File: src/rtl/multicycle_control_pkg.sv
`default_nettype none
// ============================================================================
//  Module      : multicycle_control_pkg
//  Description : Shared opcodes, FSM state encodings and ALU select encodings
//                for the multi-cycle RISC-V controller.
//  Revision    : 1.0  initial release
// ============================================================================
package multicycle_control_pkg;

    // Opcodes handled by the controller (IR[6:0])
    localparam logic [6:0] OP_R   = 7'b0110011;
    localparam logic [6:0] OP_LW  = 7'b0000011;
    localparam logic [6:0] OP_SW  = 7'b0100011;
    localparam logic [6:0] OP_BEQ = 7'b1100011;

    // FSM state encodings, also visible on the debug state output
    localparam logic [3:0] S_FETCH  = 4'd0;
    localparam logic [3:0] S_DECODE = 4'd1;
    localparam logic [3:0] S_MEMADR = 4'd2;
    localparam logic [3:0] S_MEMRD  = 4'd3;
    localparam logic [3:0] S_MEMWB  = 4'd4;
    localparam logic [3:0] S_MEMWR  = 4'd5;
    localparam logic [3:0] S_EXEC_R = 4'd6;
    localparam logic [3:0] S_ALUWB  = 4'd7;
    localparam logic [3:0] S_BEQ    = 4'd8;
    localparam logic [3:0] S_FAULT  = 4'd9;

    // ALUOp encodings
    localparam logic [1:0] ALUOP_ADD   = 2'b00;
    localparam logic [1:0] ALUOP_SUB   = 2'b01;
    localparam logic [1:0] ALUOP_FUNCT = 2'b10;

    // ALUSrcB encodings
    localparam logic [1:0] SRCB_REG  = 2'b00;
    localparam logic [1:0] SRCB_FOUR = 2'b01;
    localparam logic [1:0] SRCB_IMM  = 2'b10;

    // True for every opcode the controller knows how to sequence
    function automatic logic is_legal_op(input logic [6:0] op);
        return (op == OP_R) || (op == OP_LW) || (op == OP_SW) || (op == OP_BEQ);
    endfunction

endpackage
`default_nettype wire

File: src/rtl/multicycle_control_if.sv
`default_nettype none
// ============================================================================
//  Module      : multicycle_control_if
//  Description : Datapath-facing bundle of the multi-cycle controller: status
//                inputs from the datapath/memory and all control strobes.
//  Revision    : 1.0  initial release
// ============================================================================
interface multicycle_control_if;

    logic [6:0] op;
    logic       zero;
    logic       mem_ready;

    logic       PCWrite;
    logic       IRWrite;
    logic       IorD;
    logic       MemRead;
    logic       MemWrite;
    logic       RegWrite;
    logic       MemtoReg;
    logic       ALUSrcA;
    logic [1:0] ALUSrcB;
    logic [1:0] ALUOp;
    logic       PCSrc;
    logic       Branch;
    logic       instr_done;
    logic       illegal_op;
    logic       fault;
    logic [3:0] state;

    // Controller side: drives the control strobes
    modport master (
        input  op, zero, mem_ready,
        output PCWrite, IRWrite, IorD, MemRead, MemWrite, RegWrite, MemtoReg,
               ALUSrcA, ALUSrcB, ALUOp, PCSrc, Branch, instr_done, illegal_op,
               fault, state
    );

    // Datapath side: consumes the control strobes
    modport slave (
        output op, zero, mem_ready,
        input  PCWrite, IRWrite, IorD, MemRead, MemWrite, RegWrite, MemtoReg,
               ALUSrcA, ALUSrcB, ALUOp, PCSrc, Branch, instr_done, illegal_op,
               fault, state
    );

endinterface
`default_nettype wire

File: src/rtl/multicycle_control_mem_wait_timer.sv
`default_nettype none
// ============================================================================
//  Module      : mem_wait_timer
//  Description : Counts memory wait cycles and flags when the next unanswered
//                wait cycle would exceed the allowed limit.
//  Revision    : 1.0  initial release
// ============================================================================
module mem_wait_timer #(
    parameter int MEM_TIMEOUT = 16,
    parameter int CNT_W       = 8
) (
    input  logic clk,
    input  logic rst_n,
    input  logic clr,
    input  logic inc,
    output logic expired
);

    // Last count value allowed before a further unanswered wait faults
    localparam logic [CNT_W-1:0] c_LIMIT = CNT_W'(MEM_TIMEOUT - 1);

    logic [CNT_W-1:0] r_cnt;

    // Wait counter: cleared on reset/state change, saturating increment
    always_ff @(posedge clk) begin
        if (!rst_n || clr) begin
            r_cnt <= '0;
        end else if (inc && (r_cnt != {CNT_W{1'b1}})) begin
            r_cnt <= r_cnt + 1'b1;
        end
    end

    assign expired = (MEM_TIMEOUT != 0) && (r_cnt == c_LIMIT);

endmodule
`default_nettype wire

File: src/rtl/multicycle_control.sv
`default_nettype none
// ============================================================================
//  Module      : multicycle_control
//  Description : Multi-cycle RISC-V control FSM (R-format, lw, sw, beq) with
//                memory wait states and a wait-state timeout into FAULT.
//  Revision    : 1.0  initial release
// ============================================================================
module multicycle_control
    import multicycle_control_pkg::*;
#(
    parameter int MEM_TIMEOUT = 16,
    parameter int CNT_W       = 8
) (
    input  logic                   clk,
    input  logic                   rst_n,
    multicycle_control_if.master   bus
);

    logic [3:0] r_state;
    logic [3:0] w_next;
    logic       w_wait_state;
    logic       w_expired;

    // Only these states hold the memory port open and may stall
    assign w_wait_state = (r_state == S_FETCH) || (r_state == S_MEMRD) ||
                          (r_state == S_MEMWR);

    mem_wait_timer #(
        .MEM_TIMEOUT (MEM_TIMEOUT),
        .CNT_W       (CNT_W)
    ) u_timer (
        .clk     (clk),
        .rst_n   (rst_n),
        .clr     (w_next != r_state),
        .inc     (w_wait_state && !bus.mem_ready),
        .expired (w_expired)
    );

    // Next-state selection; mem_ready takes priority over the timeout
    always_comb begin
        w_next = r_state;
        case (r_state)
            S_FETCH:  if (bus.mem_ready)  w_next = S_DECODE;
                      else if (w_expired) w_next = S_FAULT;
            S_DECODE: begin
                if ((bus.op == OP_LW) || (bus.op == OP_SW)) w_next = S_MEMADR;
                else if (bus.op == OP_R)                    w_next = S_EXEC_R;
                else if (bus.op == OP_BEQ)                  w_next = S_BEQ;
                else                                        w_next = S_FETCH;
            end
            S_MEMADR: w_next = (bus.op == OP_LW) ? S_MEMRD : S_MEMWR;
            S_MEMRD:  if (bus.mem_ready)  w_next = S_MEMWB;
                      else if (w_expired) w_next = S_FAULT;
            S_MEMWR:  if (bus.mem_ready)  w_next = S_FETCH;
                      else if (w_expired) w_next = S_FAULT;
            S_EXEC_R: w_next = S_ALUWB;
            S_MEMWB,
            S_ALUWB,
            S_BEQ:    w_next = S_FETCH;
            S_FAULT:  w_next = S_FAULT;
            default:  w_next = S_FETCH;
        endcase
    end

    // State register; reset restarts at FETCH and abandons any instruction
    always_ff @(posedge clk) begin
        if (!rst_n) r_state <= S_FETCH;
        else        r_state <= w_next;
    end

    logic       w_pcwrite, w_irwrite, w_iord, w_memread, w_memwrite;
    logic       w_regwrite, w_memtoreg, w_alusrca, w_pcsrc, w_branch;
    logic       w_done, w_illegal, w_fault;
    logic [1:0] w_alusrcb, w_aluop;

    // Control decode from state; everything is held low during reset
    always_comb begin
        w_pcwrite  = 1'b0;
        w_irwrite  = 1'b0;
        w_iord     = 1'b0;
        w_memread  = 1'b0;
        w_memwrite = 1'b0;
        w_regwrite = 1'b0;
        w_memtoreg = 1'b0;
        w_alusrca  = 1'b0;
        w_alusrcb  = SRCB_REG;
        w_aluop    = ALUOP_ADD;
        w_pcsrc    = 1'b0;
        w_branch   = 1'b0;
        w_done     = 1'b0;
        w_illegal  = 1'b0;
        w_fault    = 1'b0;
        case (r_state)
            S_FETCH: begin
                w_memread = 1'b1;
                w_alusrcb = SRCB_FOUR;
                w_irwrite = bus.mem_ready;
                w_pcwrite = bus.mem_ready;
            end
            S_DECODE: begin
                w_alusrcb = SRCB_IMM;
                w_illegal = !is_legal_op(bus.op);
            end
            S_MEMADR: begin
                w_alusrca = 1'b1;
                w_alusrcb = SRCB_IMM;
            end
            S_MEMRD: begin
                w_iord    = 1'b1;
                w_memread = 1'b1;
            end
            S_MEMWB: begin
                w_regwrite = 1'b1;
                w_memtoreg = 1'b1;
                w_done     = 1'b1;
            end
            S_MEMWR: begin
                w_iord     = 1'b1;
                w_memwrite = 1'b1;
                w_done     = bus.mem_ready;
            end
            S_EXEC_R: begin
                w_alusrca = 1'b1;
                w_aluop   = ALUOP_FUNCT;
            end
            S_ALUWB: begin
                w_regwrite = 1'b1;
                w_done     = 1'b1;
            end
            S_BEQ: begin
                w_alusrca = 1'b1;
                w_aluop   = ALUOP_SUB;
                w_branch  = 1'b1;
                w_pcsrc   = 1'b1;
                w_pcwrite = bus.zero;
                w_done    = 1'b1;
            end
            S_FAULT:  w_fault = 1'b1;
            default:  ;
        endcase
        if (!rst_n) begin
            w_pcwrite  = 1'b0;
            w_irwrite  = 1'b0;
            w_iord     = 1'b0;
            w_memread  = 1'b0;
            w_memwrite = 1'b0;
            w_regwrite = 1'b0;
            w_memtoreg = 1'b0;
            w_alusrca  = 1'b0;
            w_alusrcb  = 2'b00;
            w_aluop    = 2'b00;
            w_pcsrc    = 1'b0;
            w_branch   = 1'b0;
            w_done     = 1'b0;
            w_illegal  = 1'b0;
            w_fault    = 1'b0;
        end
    end

    assign bus.PCWrite    = w_pcwrite;
    assign bus.IRWrite    = w_irwrite;
    assign bus.IorD       = w_iord;
    assign bus.MemRead    = w_memread;
    assign bus.MemWrite   = w_memwrite;
    assign bus.RegWrite   = w_regwrite;
    assign bus.MemtoReg   = w_memtoreg;
    assign bus.ALUSrcA    = w_alusrca;
    assign bus.ALUSrcB    = w_alusrcb;
    assign bus.ALUOp      = w_aluop;
    assign bus.PCSrc      = w_pcsrc;
    assign bus.Branch     = w_branch;
    assign bus.instr_done = w_done;
    assign bus.illegal_op = w_illegal;
    assign bus.fault      = w_fault;
    assign bus.state      = r_state;

endmodule
`default_nettype wire

File: src/flat_wrapper.sv
// flat-port wrapper written by rule: the top's interface ports become plain ports
module multicycle_control_flat import multicycle_control_pkg::*;
#(
    parameter int MEM_TIMEOUT = 16,
    parameter int CNT_W       = 8
)
  (clk, rst_n, bus_op, bus_zero, bus_mem_ready, bus_PCWrite, bus_IRWrite, bus_IorD, bus_MemRead, bus_MemWrite, bus_RegWrite, bus_MemtoReg, bus_ALUSrcA, bus_ALUSrcB, bus_ALUOp, bus_PCSrc, bus_Branch, bus_instr_done, bus_illegal_op, bus_fault, bus_state);
  multicycle_control_if bus_i ();
  input  logic clk;
  input  logic rst_n;
  input wire logic [$bits(bus_i.op)-1:0] bus_op;
  input wire logic [$bits(bus_i.zero)-1:0] bus_zero;
  input wire logic [$bits(bus_i.mem_ready)-1:0] bus_mem_ready;
  output wire logic [$bits(bus_i.PCWrite)-1:0] bus_PCWrite;
  output wire logic [$bits(bus_i.IRWrite)-1:0] bus_IRWrite;
  output wire logic [$bits(bus_i.IorD)-1:0] bus_IorD;
  output wire logic [$bits(bus_i.MemRead)-1:0] bus_MemRead;
  output wire logic [$bits(bus_i.MemWrite)-1:0] bus_MemWrite;
  output wire logic [$bits(bus_i.RegWrite)-1:0] bus_RegWrite;
  output wire logic [$bits(bus_i.MemtoReg)-1:0] bus_MemtoReg;
  output wire logic [$bits(bus_i.ALUSrcA)-1:0] bus_ALUSrcA;
  output wire logic [$bits(bus_i.ALUSrcB)-1:0] bus_ALUSrcB;
  output wire logic [$bits(bus_i.ALUOp)-1:0] bus_ALUOp;
  output wire logic [$bits(bus_i.PCSrc)-1:0] bus_PCSrc;
  output wire logic [$bits(bus_i.Branch)-1:0] bus_Branch;
  output wire logic [$bits(bus_i.instr_done)-1:0] bus_instr_done;
  output wire logic [$bits(bus_i.illegal_op)-1:0] bus_illegal_op;
  output wire logic [$bits(bus_i.fault)-1:0] bus_fault;
  output wire logic [$bits(bus_i.state)-1:0] bus_state;
  assign bus_i.op = bus_op;
  assign bus_i.zero = bus_zero;
  assign bus_i.mem_ready = bus_mem_ready;
  assign bus_PCWrite = bus_i.PCWrite;
  assign bus_IRWrite = bus_i.IRWrite;
  assign bus_IorD = bus_i.IorD;
  assign bus_MemRead = bus_i.MemRead;
  assign bus_MemWrite = bus_i.MemWrite;
  assign bus_RegWrite = bus_i.RegWrite;
  assign bus_MemtoReg = bus_i.MemtoReg;
  assign bus_ALUSrcA = bus_i.ALUSrcA;
  assign bus_ALUSrcB = bus_i.ALUSrcB;
  assign bus_ALUOp = bus_i.ALUOp;
  assign bus_PCSrc = bus_i.PCSrc;
  assign bus_Branch = bus_i.Branch;
  assign bus_instr_done = bus_i.instr_done;
  assign bus_illegal_op = bus_i.illegal_op;
  assign bus_fault = bus_i.fault;
  assign bus_state = bus_i.state;
  multicycle_control #(.MEM_TIMEOUT(MEM_TIMEOUT), .CNT_W(CNT_W)) u_core (.clk(clk), .rst_n(rst_n), .bus(bus_i));
endmodule
File: config.mk
export PLATFORM = sky130hd
export DESIGN_NAME = multicycle_control_flat
export DESIGN_NICKNAME = d
export VERILOG_FILES = /design/src/rtl/multicycle_control_pkg.sv /design/src/rtl/multicycle_control_if.sv /design/src/rtl/multicycle_control_mem_wait_timer.sv /design/src/rtl/multicycle_control.sv /design/src/flat_wrapper.sv
export SDC_FILE = /design/constraint.sdc
export NUM_CORES = 1
export LEC_CHECK = 0
export ABC_AREA = 1
export CORE_ASPECT_RATIO = 1.5
export CORE_MARGIN = 5
export CORE_UTILIZATION = 42
export CTS_CLUSTER_DIAMETER = 200
export DETAILED_ROUTE_END_ITERATION = 16
export GPL_TIMING_DRIVEN = 0
export PLACE_DENSITY = 0.75
export SKIP_CTS_REPAIR_TIMING = 1
export SLEW_MARGIN = 0
export SYNTH_ARGS = -nofsm -noshare
export SYNTH_HDL_FRONTEND = slang
export SYNTH_HIERARCHICAL = 1
export SYNTH_SLANG_ARGS = --single-unit
File: constraint.sdc
create_clock -name clk -period 1.8 [get_ports clk]
set_clock_uncertainty 0.05 [all_clocks]
set_input_delay 0.18 -clock clk [delete_from_list [all_inputs] [get_ports clk]]
set_output_delay 0.18 -clock clk [all_outputs]
set_load 0.02 [all_outputs]
==> results of run 1 <==
[worst min-delay path by stage]
stage	start	end	slack (ns)
finish	rst_n	u_core/bus.state[1]$_SDFF_PN0_	0.21
CTS	u_core/u_timer/r_cnt[5]$_SDFFE_PP0P_	u_core/u_timer/r_cnt[5]$_SDFFE_PP0P_	0.48
global placement	u_core/u_timer/r_cnt[1]$_SDFFE_PP0P_	u_core/u_timer/r_cnt[1]$_SDFFE_PP0P_	0.47
detailed placement	u_core/u_timer/r_cnt[1]$_SDFFE_PP0P_	u_core/u_timer/r_cnt[1]$_SDFFE_PP0P_	0.47
global route	rst_n	u_core/bus.state[1]$_SDFF_PN0_	0.23
floorplan	rst_n	u_core/bus.state[1]$_SDFF_PN0_	0.23
[synth_stat cells]
master,count,share of area
inv_2,5,0.017
buf_2,2,0.0092
nor2_4,1,0.010
o21ai_1,1,0.0046
nand2_1,58,0.20
inv_1,22,0.076
nor2_1,40,0.14
o21a_1,1,0.0069
nand4_1,2,0.011
nand2_2,5,0.029
nor2_2,6,0.034
buf_6,1,0.010
a211o_1,1,0.0080
nand3_2,1,0.0092
nor4_1,1,0.0057
a21oi_1,11,0.050
nor3_1,1,0.0046
nand3b_2,1,0.010
xor2_1,1,0.0080
buf_4,1,0.0069
nand3b_1,1,0.0069
clkbuf_1,1,0.0034
nand3_1,17,0.078
o21ai_0,2,0.0092
dfxtp_1,12,0.22
ha_1,1,0.011
a211oi_1,1,0.0069
a31oi_1,3,0.017
[cell type report]
| class | instances | share of cell area |
|---|---|---|
| tap | 24 | 0.0192 |
| clock buffer | 3 | 0.0144 |
| inverter | 27 | 0.0646 |
| sequential | 12 | 0.160 |
| timing repair buffer | 33 | 0.209 |
| buffer | 5 | 0.0231 |
| multi-input combinational | 156 | 0.509 |
[routing by layer]
layer  part of all wire  wire (um)  track usage
met1               0.38       1160        0.195
met2               0.57       1740        0.333
met3              0.045        137       0.0287
met4             0.0046         14       0.0554
met5                  0          0            0
[state kept, by name (all words and copies together), names as in the netlist]
signal	count
u_core/bus.state	4
u_core/u_timer/r_cnt	8
[power breakdown]
part	internal (mW)	total [mW]	switching, mW
clock	0.0773	0.167	0.0894
combinational	0.0804	0.187	0.107
sequential	0.274	0.287	0.0126
total	0.432	0.641	0.209
[metrics by stage]
step	hold WS (ns)	std cells	cell area (um2)
floorplan	0.228	200	1110
global placement	0.467	255	1450
detailed placement	0.467	255	1450
finish	0.210	260	1570
global route	0.230	260	1570
CTS	0.483	258	1480
[logic make-up (layout without fill, tap and decap cells)]
kind of cell,count (synthesis),count (layout),synth area share
AOI/OAI and AO/OA,20,20,0.103
xor gates and xnor gates,1,1,0.00801
adders and majority gates,1,1,0.0114
buffers and inverters,32,68,0.122
DFF,12,12,0.220
and+or+nand+nor,134,134,0.535
[worst max-delay path: stages (launching register included)]
cell and delay, ns:
dfxtp_2 0.36, ha_4 0.15, nand3_4 0.10, nor3_4 0.21, inv_2 0.07, nand2_2 0.07
nand2_1 0.06, nand2_1 0.07, nand3_2 0.08, o21ai_1 0.12, nand2_1 0.08, nor2_2 0.13
nand2_2 0.08, nor2_4 0.23, nand2_1 0.08, nor2_1 0.10
==> impl_metrics.env, run 1 <==
export IMPL_setup_ws_ns=-0.290
export IMPL_worstMarginPinSlew_ns=0.285
export IMPL_wire_per_inst_um=11.7
export IMPL_path_clk_slew_ns=0.07
export IMPL_die_w_um=51.7
export IMPL_setup_tns_final_ns=-2.36
export IMPL_synth_nets=212
export IMPL_cts_buffers=3
export IMPL_hold_viol_final=0
export IMPL_grt_antenna_before_repair=0
export IMPL_rsz0062_at_grt="yes"
export IMPL_hold_path_class="primary input to register"
export IMPL_end_kind="register"
export IMPL_drcViolationCount=0
export IMPL_status="finished, violations left"
export IMPL_dp_hpwl_um=2420
export IMPL_nNetsFinal=250
export IMPL_grt_pass1_wl_um=5190
export IMPL_multi_input_area_um2=798
export IMPL_power_mw=0.641
export IMPL_place_gp_congestion=0.978
export IMPL_cts_num_sinks=12
export IMPL_ir_drop_mv=0.220
export IMPL_grt_usage=0.177
export IMPL_vias=1333
export IMPL_die_area_um2=3750
export IMPL_finalSetupViolations=10
export IMPL_start_util=0.441
export IMPL_drt_total_wl_um=3050
export IMPL_grt_ovfl_total=0
export IMPL_grt_max_degree=11
export IMPL_cts_tree="done"
export IMPL_p_leak_nw=0.922
export IMPL_synth_cell_type_count=28
export IMPL_required_ns=1.95
export IMPL_slew_headroom=0.810
export IMPL_grt_pass1_vias=1242
export IMPL_violations="setup timing"
export IMPL_via_per_inst=5.13
export IMPL_layout_drive_gt1_share=0.242
export IMPL_fin_crit_sh=1.16
export IMPL_core_area_um2=2480
export IMPL_postSynthCellCount=200
export IMPL_finalCriticalPeriod_ns=2.09
export IMPL_drtIter0Drc=42
export IMPL_n_fill_cell=246
export IMPL_row_count=22
export IMPL_crit_reg2reg_launch="u_core/u_timer/r_cnt[1]$_SDFFE_PP0P_"
export IMPL_critPathCapture="u_core/u_timer/r_cnt[3]$_SDFFE_PP0P_"
export IMPL_maxCapViolCount=0
export IMPL_regArea_um2=251
export IMPL_h_tree_depth=1
export IMPL_r2r_setup_slack_ns=-0.29
export IMPL_hold_depth=3
export IMPL_synth_seq_cells=12
export IMPL_yosysWarnings=6
export IMPL_portBuffers=31
export IMPL_mostFrequentLayoutCells="52 x nand2_1, 35 x nor2_1, 20 x inv_1, 16 x nand3_1, 13 x clkdlybuf4s50_1"
export IMPL_criticalPathCategory="register to register"
export IMPL_synth_seq_area_share=0.220
export IMPL_cp_start_kind="register"
export IMPL_clk_latency_ns=0.27
export IMPL_syn_area_per_cell_um2=5.47
export IMPL_die_height_um=72.5
export IMPL_clockBufferDepth=2
export IMPL_p_per_area_nw_per_um2=409
export IMPL_critPathLaunch="u_core/u_timer/r_cnt[1]$_SDFFE_PP0P_"
export IMPL_utilization=0.633
export IMPL_final_common_cell="nand2_1"
export IMPL_area_growth_pct=43.4
export IMPL_slew_violations=0
export IMPL_dpl_worst_slack_ns=-0.501
export IMPL_ioPinCount=32
export IMPL_reg2reg_to="u_core/u_timer/r_cnt[3]$_SDFFE_PP0P_"
export IMPL_reg2regPathDepth=15
export IMPL_dr_pass1_iters=4
export IMPL_cp_arrival_ns=2.25
export IMPL_drtAntennaViolNets=0
export IMPL_crit_fanout=8
export IMPL_fmax_ghz=0.478
export IMPL_antenna_cells=0
export IMPL_netlist_area_um2=1090
export IMPL_clock_root_buffer="clkbuf_4"
No activity file was read; power rests on OpenSTA's default activity.
==> inputs of run 2 (changes only) <==
--- a/config.mk
+++ b/config.mk
@@ -13,6 +13,7 @@
 export DETAILED_ROUTE_END_ITERATION = 16
 export GPL_TIMING_DRIVEN = 0
 export PLACE_DENSITY = 0.75
+export REMOVE_ABC_BUFFERS = 1
 export SKIP_CTS_REPAIR_TIMING = 1
 export SLEW_MARGIN = 0
 export SYNTH_ARGS = -nofsm -noshare
==> impl_metrics.env, run 2 (synthesized netlist as in run 1, its figures left out) <==
export IMPL_n_fill_cell=222
export IMPL_rsz0062_at_grt="yes"
export IMPL_final_common_cell="nand2_1"
export IMPL_ir_drop_mv=0.268
export IMPL_required_ns=1.97
export IMPL_vias=1390
export IMPL_slew_violations=0
export IMPL_dr_pass1_iters=4
export IMPL_clockBufferDepth=2
export IMPL_clk_latency_ns=0.28
export IMPL_antenna_cells=0
export IMPL_finalSetupViolations=13
export IMPL_end_kind="register"
export IMPL_cp_cell_sequence="ha_4 -> nand3_4 -> nor3_4 -> inv_2 -> nand2_2 -> nor2_2 -> nand2_1 -> nand3_2 -> o21ai_2 -> nand2_1 -> nor2_2 -> nand2_2 -> nor2_4 -> nand2_1 -> nor2_1"
export IMPL_setup_ws_ns=-0.306
export IMPL_cts_tree="done"
export IMPL_criticalPathCategory="register to register"
export IMPL_grt_antenna_before_repair=0
export IMPL_worstMarginPinSlew_ns=0.417
export IMPL_fin_crit_sh=1.17
export IMPL_dp_cells=250
export IMPL_dp_hpwl_um=2310
export IMPL_path_common_cell="nand2_1"
export IMPL_row_count=22
export IMPL_drtIter0Drc=60
export IMPL_grt_usage=0.164
export IMPL_mostFrequentLayoutCells="50 x nand2_1, 35 x nor2_1, 19 x inv_1, 17 x clkdlybuf4s50_1, 16 x nand3_1"
export IMPL_crit_buf_inv=1
export IMPL_ioPinCount=32
export IMPL_die_w_um=51.7
export IMPL_multi_input_area_um2=832
export IMPL_area_growth_pct=52.7
export IMPL_cp_start_kind="register"
export IMPL_largest_register_ff_count=8
export IMPL_portBuffers=31
export IMPL_drt_total_wl_um=3450
export IMPL_cts_buffers=3
export IMPL_drcViolationCount=0
export IMPL_finalCriticalPeriod_ns=2.11
export IMPL_layout_drive_gt1_share=0.286
export IMPL_clock_root_buffer="clkbuf_4"
export IMPL_violations="setup timing"
export IMPL_start_util=0.441
export IMPL_path_clk_slew_ns=0.09
export IMPL_p_per_area_nw_per_um2=428
export IMPL_critPathTopFamily="simple AND/OR/NAND/NOR gates"
export IMPL_dpl_cell_area_um2=1400
export IMPL_via_per_inst=5.25
export IMPL_crit_slowest_cell="dfxtp_2"
export IMPL_grt_ovfl_total=0
export IMPL_dpl_worst_slack_ns=-0.539
export IMPL_hold_path_class="primary input to register"
export IMPL_fmax_ghz=0.475
export IMPL_wire_per_inst_um=13.0
export IMPL_regMostFlops="u_core/u_timer/r_cnt"
export IMPL_maxCapViolCount=0
export IMPL_cp_arrival_ns=2.28
export IMPL_core_area_um2=2480
export IMPL_nNetsFinal=254
export IMPL_hold_viol_final=0
export IMPL_grt_max_degree=18
export IMPL_grt_pass1_wl_um=4760
export IMPL_regArea_um2=260
export IMPL_status="finished, violations left"
export IMPL_die_area_um2=3750
export IMPL_drtAntennaViolNets=0
export IMPL_power_mw=0.714
export IMPL_cts_num_sinks=12
export IMPL_stdcell_count=265
export IMPL_critPathMaxStageDelay_ns=0.37
export IMPL_slew_headroom=0.721
export IMPL_die_height_um=72.5
export IMPL_grt_pass1_vias=1168
export IMPL_place_gp_congestion=0.949
export IMPL_fin_area_um2=1670
export IMPL_crit_fanout=8
export IMPL_p_leak_nw=0.901
export IMPL_h_tree_depth=1
==> run 2: changes by cell type in the layout (fill, tap and decap cells not counted), sizes merged <==
cell / change
buf: +5
clkdlybuf4s50: +4
dlymetal6s2s: -4
clkinvlp: +2
clkbuf: -1
inv: -1
==> run 2: final timing paths <==
check | end | depth (start not counted) | slack [ns] | startpoint
max reg2reg | u_core/u_timer/r_cnt[4]$_SDFFE_PP0P_ | 15 | -0.31 | u_core/u_timer/r_cnt[1]$_SDFFE_PP0P_
min reg2reg | u_core/u_timer/r_cnt[0]$_SDFFE_PP0P_ | 2 | 0.48 | u_core/u_timer/r_cnt[0]$_SDFFE_PP0P_
min | u_core/bus.state[1]$_SDFF_PN0_ | 3 | 0.27 | rst_n
max | u_core/u_timer/r_cnt[4]$_SDFFE_PP0P_ | 15 | -0.31 | u_core/u_timer/r_cnt[1]$_SDFFE_PP0P_
==> run 2: metrics by stage <==
step                hold slack, ns  setup TNS (ns)   util
finish                       0.267           -3.03  0.674
global route                 0.294           -4.55  0.674
floorplan                    0.228           -1.30      -
detailed placement           0.471           -8.70  0.566
CTS                          0.465          -10.49  0.580
global placement             0.461           -9.17  0.566
==> run 2: layer usage <==
metal	vias to the layer above	global-route usage	wire length, um
li1	709	-	-
met1	603	0.160	1210
met2	56	0.295	1890
met3	22	0.0431	209
met4	0	0.105	140
met5	-	0	0
==> run 2: cell type report <==
cell class / instances / share of cell area
well taps: 24 / 0.0180
inverters: 27 / 0.0674
flip-flops and latches: 12 / 0.156
multi-input cells: 156 / 0.498
repair inverters: 1 / 0.00449
clock buffers: 4 / 0.0217
repair buffers: 41 / 0.234
==> run 2: tightest hold or removal path: cells and delay by family <==
kind | cells | cell delay [ns]
simple gates | 1 | 0.11
buf+inv | 2 | 0.27
==> run 2: where the power goes <==
| group | internal, mW | total [mW] | switching, mW |
|---|---|---|---|
| clock | 0.123 | 0.228 | 0.105 |
| combinational | 0.0878 | 0.201 | 0.113 |
| sequential | 0.270 | 0.285 | 0.0153 |
